[config.mk]
export PLATFORM = sky130hd
export DESIGN_NAME = controlador_ascensor
export DESIGN_NICKNAME = d
export VERILOG_FILES = /design/src/rtl/asc_pkg.sv /design/src/rtl/temporizador_asc.sv /design/src/rtl/controlador_ascensor.sv
export SDC_FILE = /design/constraint.sdc
export NUM_CORES = 1
export LEC_CHECK = 0
export CAP_MARGIN = 20
export CELL_PAD_IN_SITES_DETAIL_PLACEMENT = 0
export CELL_PAD_IN_SITES_GLOBAL_PLACEMENT = 1
export CORE_UTILIZATION = 40
export CTS_CLUSTER_DIAMETER = 50
export DETAILED_ROUTE_END_ITERATION = 6
export PLACE_DENSITY_LB_ADDON = 0.12
export SKIP_LAST_GASP = 1
export SLEW_MARGIN = 20
export SYNTH_ARGS = -nofsm -noshare
export SYNTH_HDL_FRONTEND = slang
export SYNTH_SLANG_ARGS = --single-unit
[constraint.sdc]
create_clock -name clk -period 2.8 [get_ports clk]
set_input_delay 0.56 -clock clk [delete_from_list [all_inputs] [get_ports clk]]
set_output_delay 0.56 -clock clk [all_outputs]
set_load 0.05 [all_outputs]
[src/rtl/asc_pkg.sv]
// Shared definitions for the elevator car controller.
// Holds the direction codes, the FSM encoding and the floor-index width helper.
// Pure declarations, no logic and no flow control.
package asc_pkg;

    // Direction codes driven on 'direccion'. 2'b11 is never produced.
    localparam logic [1:0] DIR_PARADO = 2'b00;
    localparam logic [1:0] DIR_SUBE   = 2'b01;
    localparam logic [1:0] DIR_BAJA   = 2'b10;

    // Car sequencer states.
    typedef enum logic [1:0] {
        REPOSO   = 2'd0,
        MOVIENDO = 2'd1,
        PUERTAS  = 2'd2
    } estado_t;

    // Width of a floor index for a building of n floors (at least one bit).
    function automatic int ancho_piso(input int n);
        return (n > 2) ? $clog2(n) : 1;
    endfunction

    // Floor-index width for the default four-floor building.
    localparam int N_PISOS_DEF = 4;
    localparam int PISO_W      = ancho_piso(N_PISOS_DEF);

endpackage

[src/rtl/temporizador_asc.sv]
// Loadable down-counter shared by travel and door timing.
// Load takes effect on the next edge; expira is high while enabled and the count is zero.
// No flow control: habilitar gates counting, a load always wins over counting.
module temporizador_asc #(
    parameter int ANCHO = 8
) (
    input  logic             clk,
    input  logic             rst,
    input  logic             cargar,
    input  logic [ANCHO-1:0] valor_carga,
    input  logic             habilitar,
    output logic             expira
);

    logic [ANCHO-1:0] cuenta;

    // Count register: load has priority, otherwise count down and hold at zero.
    always_ff @(posedge clk or posedge rst) begin
        if (rst) begin
            cuenta <= '0;
        end else if (cargar) begin
            cuenta <= valor_carga;
        end else if (habilitar && (cuenta != '0)) begin
            cuenta <= cuenta - 1'b1;
        end
    end

    assign expira = habilitar && (cuenta == '0);

endmodule

[src/rtl/controlador_ascensor.sv]
// Per-car SCAN sequencer: latches floor calls, times travel per floor and door dwell.
// All outputs registered; a call is acted on at the same edge that samples it.
// No backpressure; optional ASC_PARADA_EMERGENCIA_EN adds 'parada', which freezes motion and timers.
module controlador_ascensor
    import asc_pkg::*;
#(
    parameter int N_PISOS       = 4,
    parameter int TIEMPO_PISO   = 50_000_000,
    parameter int TIEMPO_PUERTA = 100_000_000
) (
    input  logic                              clk,
    input  logic                              rst,
    input  logic [N_PISOS-1:0]                llamadas,
`ifdef ASC_PARADA_EMERGENCIA_EN
    input  logic                              parada,
`endif
    output logic [ancho_piso(N_PISOS)-1:0]    piso,
    output logic [1:0]                        direccion,
    output logic                              puertas_abiertas,
    output logic [N_PISOS-1:0]                pendientes,
    output logic                              ocupado
);

    localparam int PW    = ancho_piso(N_PISOS);
    localparam int T_MAX = (TIEMPO_PISO > TIEMPO_PUERTA) ? TIEMPO_PISO : TIEMPO_PUERTA;
    localparam int TW    = $clog2(T_MAX);

    // Timer reload values: counting N-1 down to 0 and expiring on the following
    // edge gives exactly N cycles per floor / per door dwell.
    localparam logic [TW-1:0] CARGA_PISO   = TW'(TIEMPO_PISO - 1);
    localparam logic [TW-1:0] CARGA_PUERTA = TW'(TIEMPO_PUERTA - 1);

    estado_t           estado, estado_sig;
    logic [PW-1:0]     piso_sig, piso_adelante;
    logic [1:0]        dir_sig;
    logic [N_PISOS-1:0] pend_nxt, pend_sig;
    logic              hay_arriba, hay_abajo;
    logic              congelado;
    logic              cargar, habilitar, expira;
    logic [TW-1:0]     valor_carga;

`ifdef ASC_PARADA_EMERGENCIA_EN
    assign congelado = parada;
`else
    assign congelado = 1'b0;
`endif

    // New calls merge into the pending set before any decision is taken.
    assign pend_nxt = pendientes | llamadas;

    // The floor the car reaches when the current travel leg completes.
    assign piso_adelante = (direccion == DIR_BAJA) ? (piso - PW'(1)) : (piso + PW'(1));

    // The timer only runs while the car is travelling or the doors are open.
    assign habilitar = !congelado && (estado != REPOSO);

    // Classify pending calls relative to the current floor.
    always_comb begin
        hay_arriba = 1'b0;
        hay_abajo  = 1'b0;
        for (int i = 0; i < N_PISOS; i++) begin
            if (pend_nxt[i] && (i > int'(piso))) hay_arriba = 1'b1;
            if (pend_nxt[i] && (i < int'(piso))) hay_abajo  = 1'b1;
        end
    end

    // Next-state, floor, direction, pending set and timer control.
    always_comb begin
        estado_sig  = estado;
        piso_sig    = piso;
        dir_sig     = direccion;
        pend_sig    = pend_nxt;
        cargar      = 1'b0;
        valor_carga = CARGA_PISO;

        if (congelado) begin
            // Frozen: calls still latch, but a call at an open door is absorbed.
            if (estado == PUERTAS) pend_sig[piso] = 1'b0;
        end else begin
            case (estado)
                REPOSO: begin
                    if (pend_nxt[piso]) begin
                        estado_sig     = PUERTAS;
                        pend_sig[piso] = 1'b0;
                        dir_sig        = DIR_PARADO;
                        cargar         = 1'b1;
                        valor_carga    = CARGA_PUERTA;
                    end else if (hay_arriba) begin
                        estado_sig = MOVIENDO;
                        dir_sig    = DIR_SUBE;
                        cargar     = 1'b1;
                    end else if (hay_abajo) begin
                        estado_sig = MOVIENDO;
                        dir_sig    = DIR_BAJA;
                        cargar     = 1'b1;
                    end
                end

                MOVIENDO: begin
                    if (expira) begin
                        piso_sig = piso_adelante;
                        cargar   = 1'b1;
                        if (pend_nxt[piso_adelante]) begin
                            estado_sig              = PUERTAS;
                            pend_sig[piso_adelante] = 1'b0;
                            valor_carga             = CARGA_PUERTA;
                        end
                    end
                end

                PUERTAS: begin
                    pend_sig[piso] = 1'b0;
                    if (llamadas[piso]) begin
                        // Re-pressing the current floor extends the dwell.
                        cargar      = 1'b1;
                        valor_carga = CARGA_PUERTA;
                    end else if (expira) begin
                        // Keep the current sweep direction if anything lies ahead,
                        // otherwise reverse; idle entry behaves like "up".
                        if ((direccion != DIR_BAJA) && hay_arriba) begin
                            estado_sig = MOVIENDO;
                            dir_sig    = DIR_SUBE;
                            cargar     = 1'b1;
                        end else if (hay_abajo) begin
                            estado_sig = MOVIENDO;
                            dir_sig    = DIR_BAJA;
                            cargar     = 1'b1;
                        end else if (hay_arriba) begin
                            estado_sig = MOVIENDO;
                            dir_sig    = DIR_SUBE;
                            cargar     = 1'b1;
                        end else begin
                            estado_sig = REPOSO;
                            dir_sig    = DIR_PARADO;
                        end
                    end
                end

                default: begin
                    estado_sig = REPOSO;
                    dir_sig    = DIR_PARADO;
                end
            endcase
        end
    end

    // State and output registers; reset puts the car idle at floor 0.
    always_ff @(posedge clk or posedge rst) begin
        if (rst) begin
            estado           <= REPOSO;
            piso             <= '0;
            direccion        <= DIR_PARADO;
            pendientes       <= '0;
            puertas_abiertas <= 1'b0;
            ocupado          <= 1'b0;
        end else begin
            estado           <= estado_sig;
            piso             <= piso_sig;
            direccion        <= dir_sig;
            pendientes       <= pend_sig;
            puertas_abiertas <= (estado_sig == PUERTAS);
            ocupado          <= (estado_sig != REPOSO);
        end
    end

    temporizador_asc #(
        .ANCHO(TW)
    ) u_temporizador (
        .clk        (clk),
        .rst        (rst),
        .cargar     (cargar),
        .valor_carga(valor_carga),
        .habilitar  (habilitar),
        .expira     (expira)
    );

    // A travel leg must always end inside the building: a call lies ahead.
    always_ff @(posedge clk) begin
        if (!rst && (estado == MOVIENDO) && expira) begin
            assert (((direccion == DIR_SUBE) && (int'(piso) < N_PISOS - 1)) ||
                    ((direccion == DIR_BAJA) && (piso != '0)));
        end
    end

endmodule

# ---- Yosys cells after proc, flatten, opt, wreduce, memory -nomap -nowiden
# Index checks and enable logic that the tools add are counted.
# Widths: inputs -> output; s select.
dict set report word_totals {
  regBits 39
  input_bits 6
  wordCells 110
  output_inout_bits 10
}
dict set report classes {
  mux 57
  reduce_logical 19
  addsub 3
  n_eq_ne 8
  n_lt_le_gt_ge 10
  n_bitwise 6
}
# cell count
set ops {}
lappend ops {{$mux 27} 6}
lappend ops {{$pmux 27 s3} 1}
lappend ops {{$mux 2} 15}
lappend ops {{$logic_not 27->1} 1}
lappend ops {{$reduce_bool 27->1} 1}
lappend ops {{$sub 27x1->27 const B} 1}
lappend ops {{$mux 1} 23}
lappend ops {{$mux 4} 3}
lappend ops {{$pmux 2 s3} 2}
lappend ops {{$pmux 4 s3} 1}
lappend ops {{$logic_and 1x1->1} 11}
lappend ops {{$and 4x4->4} 2}
lappend ops {{$not 4->4} 2}
lappend ops {{$bmux 1 s2} 3}
lappend ops {{$eq 2x2->1 const B} 3}
lappend ops {{$lt 2x3->1 const B} 2}
lappend ops {{$ne 2x2->1 const B} 3}
lappend ops {{$reduce_bool 2->1} 3}
lappend ops {{$demux 1 s2} 2}
lappend ops {{$ge 2x1->1 const B} 2}
lappend ops {{$gt 2x2->1 const A} 2}
lappend ops {{$lt 1x2->1 const A} 2}
lappend ops {{$ne 4x4->1 const B} 1}
lappend ops {{$or 4x4->4} 1}
lappend ops {{10 further kinds} 10}

# ---- Depth between registers and ports, before layout
dict set report logic_depth {
  depth_word 12
  ltp_mapped 10
  depth_no_buf 8
}

# ---- Hierarchy
# Synthesis repeated with hierarchy kept, for this count alone.
dict set report unflattened {
  hier_cells 291
  hier_area_um2 2585.0
}
# mod instances cells_each seq_area_each_um2 area_each_um2
set modules_own_cells {}
lappend modules_own_cells {temporizador_asc 1 193 675.6 1675.4}
lappend modules_own_cells {controlador_ascensor 1 98 300.3 909.6}

# ---- Worst setup path after synthesis
# Ideal clock, no wire load.
dict set report synth_timing {
  kind {flip-flop to flip-flop}
  from {register piso[0]}
  to {register u_temporizador.cuenta[16]}
  stages_incl_launch_ff 10
  n_path_buf 2
  arrival_time_ns 2.700
  required_time_ns 2.735
  setup_ns 0.065
  path_slack_ns 0.035
  period_less_slack_ns 2.765
  path_cell_list {dfrtp_1 buf_2 inv_1 ha_1 xor2_1 mux4_2 or3_1 clkbuf_2 nand2_1 o22a_1}
}
dict set report synth_via {
  elab_chain_len 12
  word_cells_on_any_way 44
  cone_classes {add/sub: 2; order compare: 6; mux: 28; reduce/logical: 8}
}
# item line
set synth_lines {}
lappend synth_lines {{start, declared} controlador_ascensor.sv:17} ;# output logic [ancho_piso(N_PISOS)-1:0] piso,
lappend synth_lines {{start signal, assigned} controlador_ascensor.sv:158} ;# piso <= piso_sig;
lappend synth_lines {{$gt 1x2->1} controlador_ascensor.sv:62} ;# if (pend_nxt[i] && (i > int'(piso))) hay_arriba = 1'b1;
lappend synth_lines {{$logic_and 1x1->1} controlador_ascensor.sv:62}
lappend synth_lines {{$mux 1 (3 in series)} controlador_ascensor.sv:62}
lappend synth_lines {{$mux 1} controlador_ascensor.sv:128} ;# end else if (hay_arriba) begin
lappend synth_lines {{$mux 1} controlador_ascensor.sv:124} ;# end else if (hay_abajo) begin
lappend synth_lines {{$mux 1} controlador_ascensor.sv:120} ;# if ((direccion != DIR_BAJA) && hay_arriba) begin
lappend synth_lines {{$mux 1} controlador_ascensor.sv:117} ;# end else if (expira) begin
lappend synth_lines {{$mux 1} controlador_ascensor.sv:113} ;# if (llamadas[piso]) begin
lappend synth_lines {{$pmux 1 s3} controlador_ascensor.sv:80} ;# case (estado)
lappend synth_lines {{$mux 27 / $reduce_bool 2->1 (equally long branches)} --}
lappend synth_lines {{end signal, assigned} temporizador_asc.sv:22} ;# cuenta <= valor_carga;
lappend synth_lines {{end signal, assigned} temporizador_asc.sv:24} ;# cuenta <= cuenta - 1'b1;
lappend synth_lines {{end, declared} temporizador_asc.sv:15} ;# logic [ANCHO-1:0] cuenta;
# Parallel ways exist; a longest one is shown, timed or not. The select of a mux whose other input is x is not followed.
# A chain may end at the register's enable or synchronous reset.

# ---- Worst setup path in the final report
dict set report layout_timing {
  from {register u_temporizador.cuenta[0]}
  to {register u_temporizador.cuenta[7]}
}
dict set report layout_via {
  elab_chain_len 6
  word_cells_on_any_way 14
  cone_classes {add/sub: 1; mux: 8; reduce/logical: 5}
}
# item
set layout_lines {}
lappend layout_lines {{branches (longest 6 deep; another with $sub 27x1->27)}}
# Parallel ways; which one is timed is not known. The select of a mux whose other input is x is not followed.

==> summary.txt <==
STA
  – Slew Limit Fails: 0
  – Slew @ Worst Pin: 843.6 ps
  – Final Hold Fails: 0
  – Setup TNS: 0 ps
  – Final period util: 93.24%
  – RSZ-0062 raised after global routing: no
  – Tmin final: around 2600 ps
  – Final setup vio count: 0
  – Clock skew: 12.10 ps
  – Worst relative slew slack: 43.64%
  – Fmax: between 300 and 400 MHz
  – Final worst slack: about 190 ps

Route
  – Residual DRC: 0
  – Antenna Nets Post-Route: 0
  – Via count: 2,058
  – Drt initial violations: 108
  – Drt total wl: 5893 um
  – Pre-antenna DRT Iters: 4
  – Vias per std cell: about 5.7
  – Drt wl/cell: roughly 16 um

Critical path
  – Worst setup startpoint: u_temporizador.cuenta[0]
  – Setup crit end kind: flip-flop
  – Slowest CP cell: or4b_1
  – Critical path arrival: around 2800 ps
  – R2R Path Start: u_temporizador.cuenta[0]
  – Worst path max stage delay: around 540 ps
  – Critical path, cell by cell: inv_1 > ha_1 > or4b_1 > or3_4 > o21ai_4 > buf_4 > a32oi_1 > o22a_1
  – Critical Path Source Type: flip-flop
  – Worst path required time: 2990 ps
  – Crit path kind: flip-flop to flip-flop
  – Crit path max fanout: 15

Clocking
  – CTS-repair resized insts: 0
  – Root buffer cell: clkbuf_8
  – CTS tree: done
  – Clock slew at reported path FFs: 80 ps
  – Clock Path Buffers: 2
  – H-tree depth: 2
  – Number of clock sinks: 39
  – Cts hold-fix bufs: 0
  – Post CTS Setup Buffer Count: 0
  – Worst-skew pair later-pin latency: about 300 ps
  – Number of CTS-inserted buffers: 5

Logic synthesis
  – Syn_nets: 270
  – Area of the mapped netlist: ~2500 um2
  – Unique masters post-synth: 57
  – Sequential share of the synthesized area: between 30% and 40%
  – Async set-or-reset flop fraction in the synthesized netlist: 100.0%
  – Mapped Cells: between 200 and 300
  – Synth warnings: 0
  – EDFF count, synth: 0
  – Post-synth top flop: dfrtp_1
  – Syn_area_per_cell: 9.601 um2
  – Synth Register Bits: 39

Power and ir drop
  – Leak: 1.088 nW
  – Design Power: roughly 0.0021 W
  – Power per cell area: slightly above 700 nW/um2
  – Worst IR Drop VDD: 0.0003222 V

Placement
  – Pre-CTS setup slack: 65.83 ps
  – Gpl congestion: ~0.81
  – Port buffer count: 15
  – HPWL Detailed: 4163 um
  – Placed cell areas: 2793 um2

Layout
  – Final #Nets: ~300
  – Layout Area Growth over Synthesis: 17.75%
  – Final Util: slightly below 50%
  – Share of cells above drive strength 1: approximately 14%
  – Design Area, Final: 2905 um2
  – ANT cells: 0

Floorplan
  – Cell row count: 28
  – Die Height: 80.54 um
  – Io pins: 16
  – Core area: 5921 um2
  – Die area: approximately 6500 um2
  – Initial core utilization: 41.67%
  – Die Wd: 80.54 um

Global route
  – Overflow left after global routing: 0
  – Number of global-route vias before repair: 1,954
  – First-pass GRT wire length: 9991 um
  – Pin count of the biggest net entering global routing: 40
  – GRT Total Usage: approximately a fifth
  – Antenna violations before repair: 0

Job
  – Max_cap viols: 0

Outcome
  – Outcome: completed

Hold path
  – Hold_sp: u_temporizador.cuenta[26]
  – Worst hold path class: flip-flop to flip-flop
==> flip-flops by register name (all words and copies together) (netlist names) <==
name,flops
u_temporizador.cuenta,27
pendientes,4
direccion,2
estado,2
piso,2
ocupado,1
puertas_abiertas,1
==> layout make-up <==
class / instances / area (um2)
multi-input cells: 195 / 1388
flip-flops and latches: 39 / 975.9
repair buffers: 33 / 297.8
fillers: 582 / 3015
clock buffers: 5 / 68.82
clock inverters: 3 / 43.79
well taps: 75 / 93.84
inverters: 10 / 37.54
==> through the flow <==
stage | hold WS (ps) | cells
after floorplan | 473.8 | 257
after global placement | 500.3 | 352
after detailed placement | 509.1 | 352
after CTS | 531.2 | 360
after global routing | 555.0 | 360
final | 522.4 | 360
==> synth_stat cells, types with 4 or more instances <==
cell      number  area share (%)
ha_1           7             3.5
clkbuf_1       6            0.91
o211ai_1       5             1.5
nor2_1        17             2.6
o21ai_0        5             1.0
buf_2          4            0.81
dfrtp_1       39              40
xor2_1        12             4.3
nand2_1       28             4.3
nor3_1         8             1.6
nor4_1         6             1.5
a32oi_1        5             1.8
a21oi_1       13             2.6
xnor2_1       10             3.5
nand3_1        9             1.8
or3_1          4             1.0
inv_1         10             1.5
a32o_1         4             1.6
o22a_1         5             1.8
a21boi_0       4             1.2
==> critical path, delay by kind of cell, from the launching register on <==
kind	cells	cell delay [ps]
adder cells (fa/ha/maj)	1	150
AND/OR/NAND/NOR	2	980
flip-flops	1	420
buffers and inverters	2	290
AO/OA/AOI/OAI	3	660
==> routing by layer <==
metal	wire length [um]	vias up	GRT usage, %
met2	2511	29	29.49
met5	0	-	0
met4	74	0	6.607
met3	172	7	2.841
met1	3134	1020	30.04
li1	-	1002	-
==> kinds of logic (layout without fill, tap and decap cells) <==
kind of cell | Yosys count | in the layout | synth area share, %
simple gates | 100 | 100 | 22.72
compound gates | 63 | 63 | 19.42
flops | 39 | 39 | 39.55
buf+inv | 23 | 51 | 4.209
xor+xnor | 22 | 22 | 7.809
fa+ha+maj | 7 | 7 | 3.550
mux | 3 | 3 | 2.738
==> worst paths after layout <==
check | slack, ps | cells past startpoint | to
worst max-delay path | 190 | 8 | u_temporizador.cuenta[7]
worst min-delay path | 520 | 1 | u_temporizador.cuenta[26]
worst max register to register | 190 | 8 | u_temporizador.cuenta[7]
worst min register to register | 520 | 1 | u_temporizador.cuenta[26]
max in group asynchronous | 1760 | 3 | u_temporizador.cuenta[7]
min in group asynchronous | 680 | 3 | u_temporizador.cuenta[5]
==> layout by cell type (no fill, tap or decap), drive strengths merged, types with 5 or more instances in the layout <==
cell,count
a21oi,13
o22a,5
xor2,12
nand3,9
inv,10
clkbuf,5
ha,7
buf,18
o211ai,6
clkdlybuf4s50,15
a32oi,5
nor3,10
xnor2,10
a21boi,5
or3,5
dfrtp,39
nand2,28
nor2,17
nor4,8
o21ai,6
==> power by group <==
part	internal, W	switching (W)	leakage (nW)
logic	0.000340	0.000469	0.605
clock network	0.000266	0.000219	0.0581
registers	0.000677	0.000118	0.425
(Power assumes the default switching activity.)
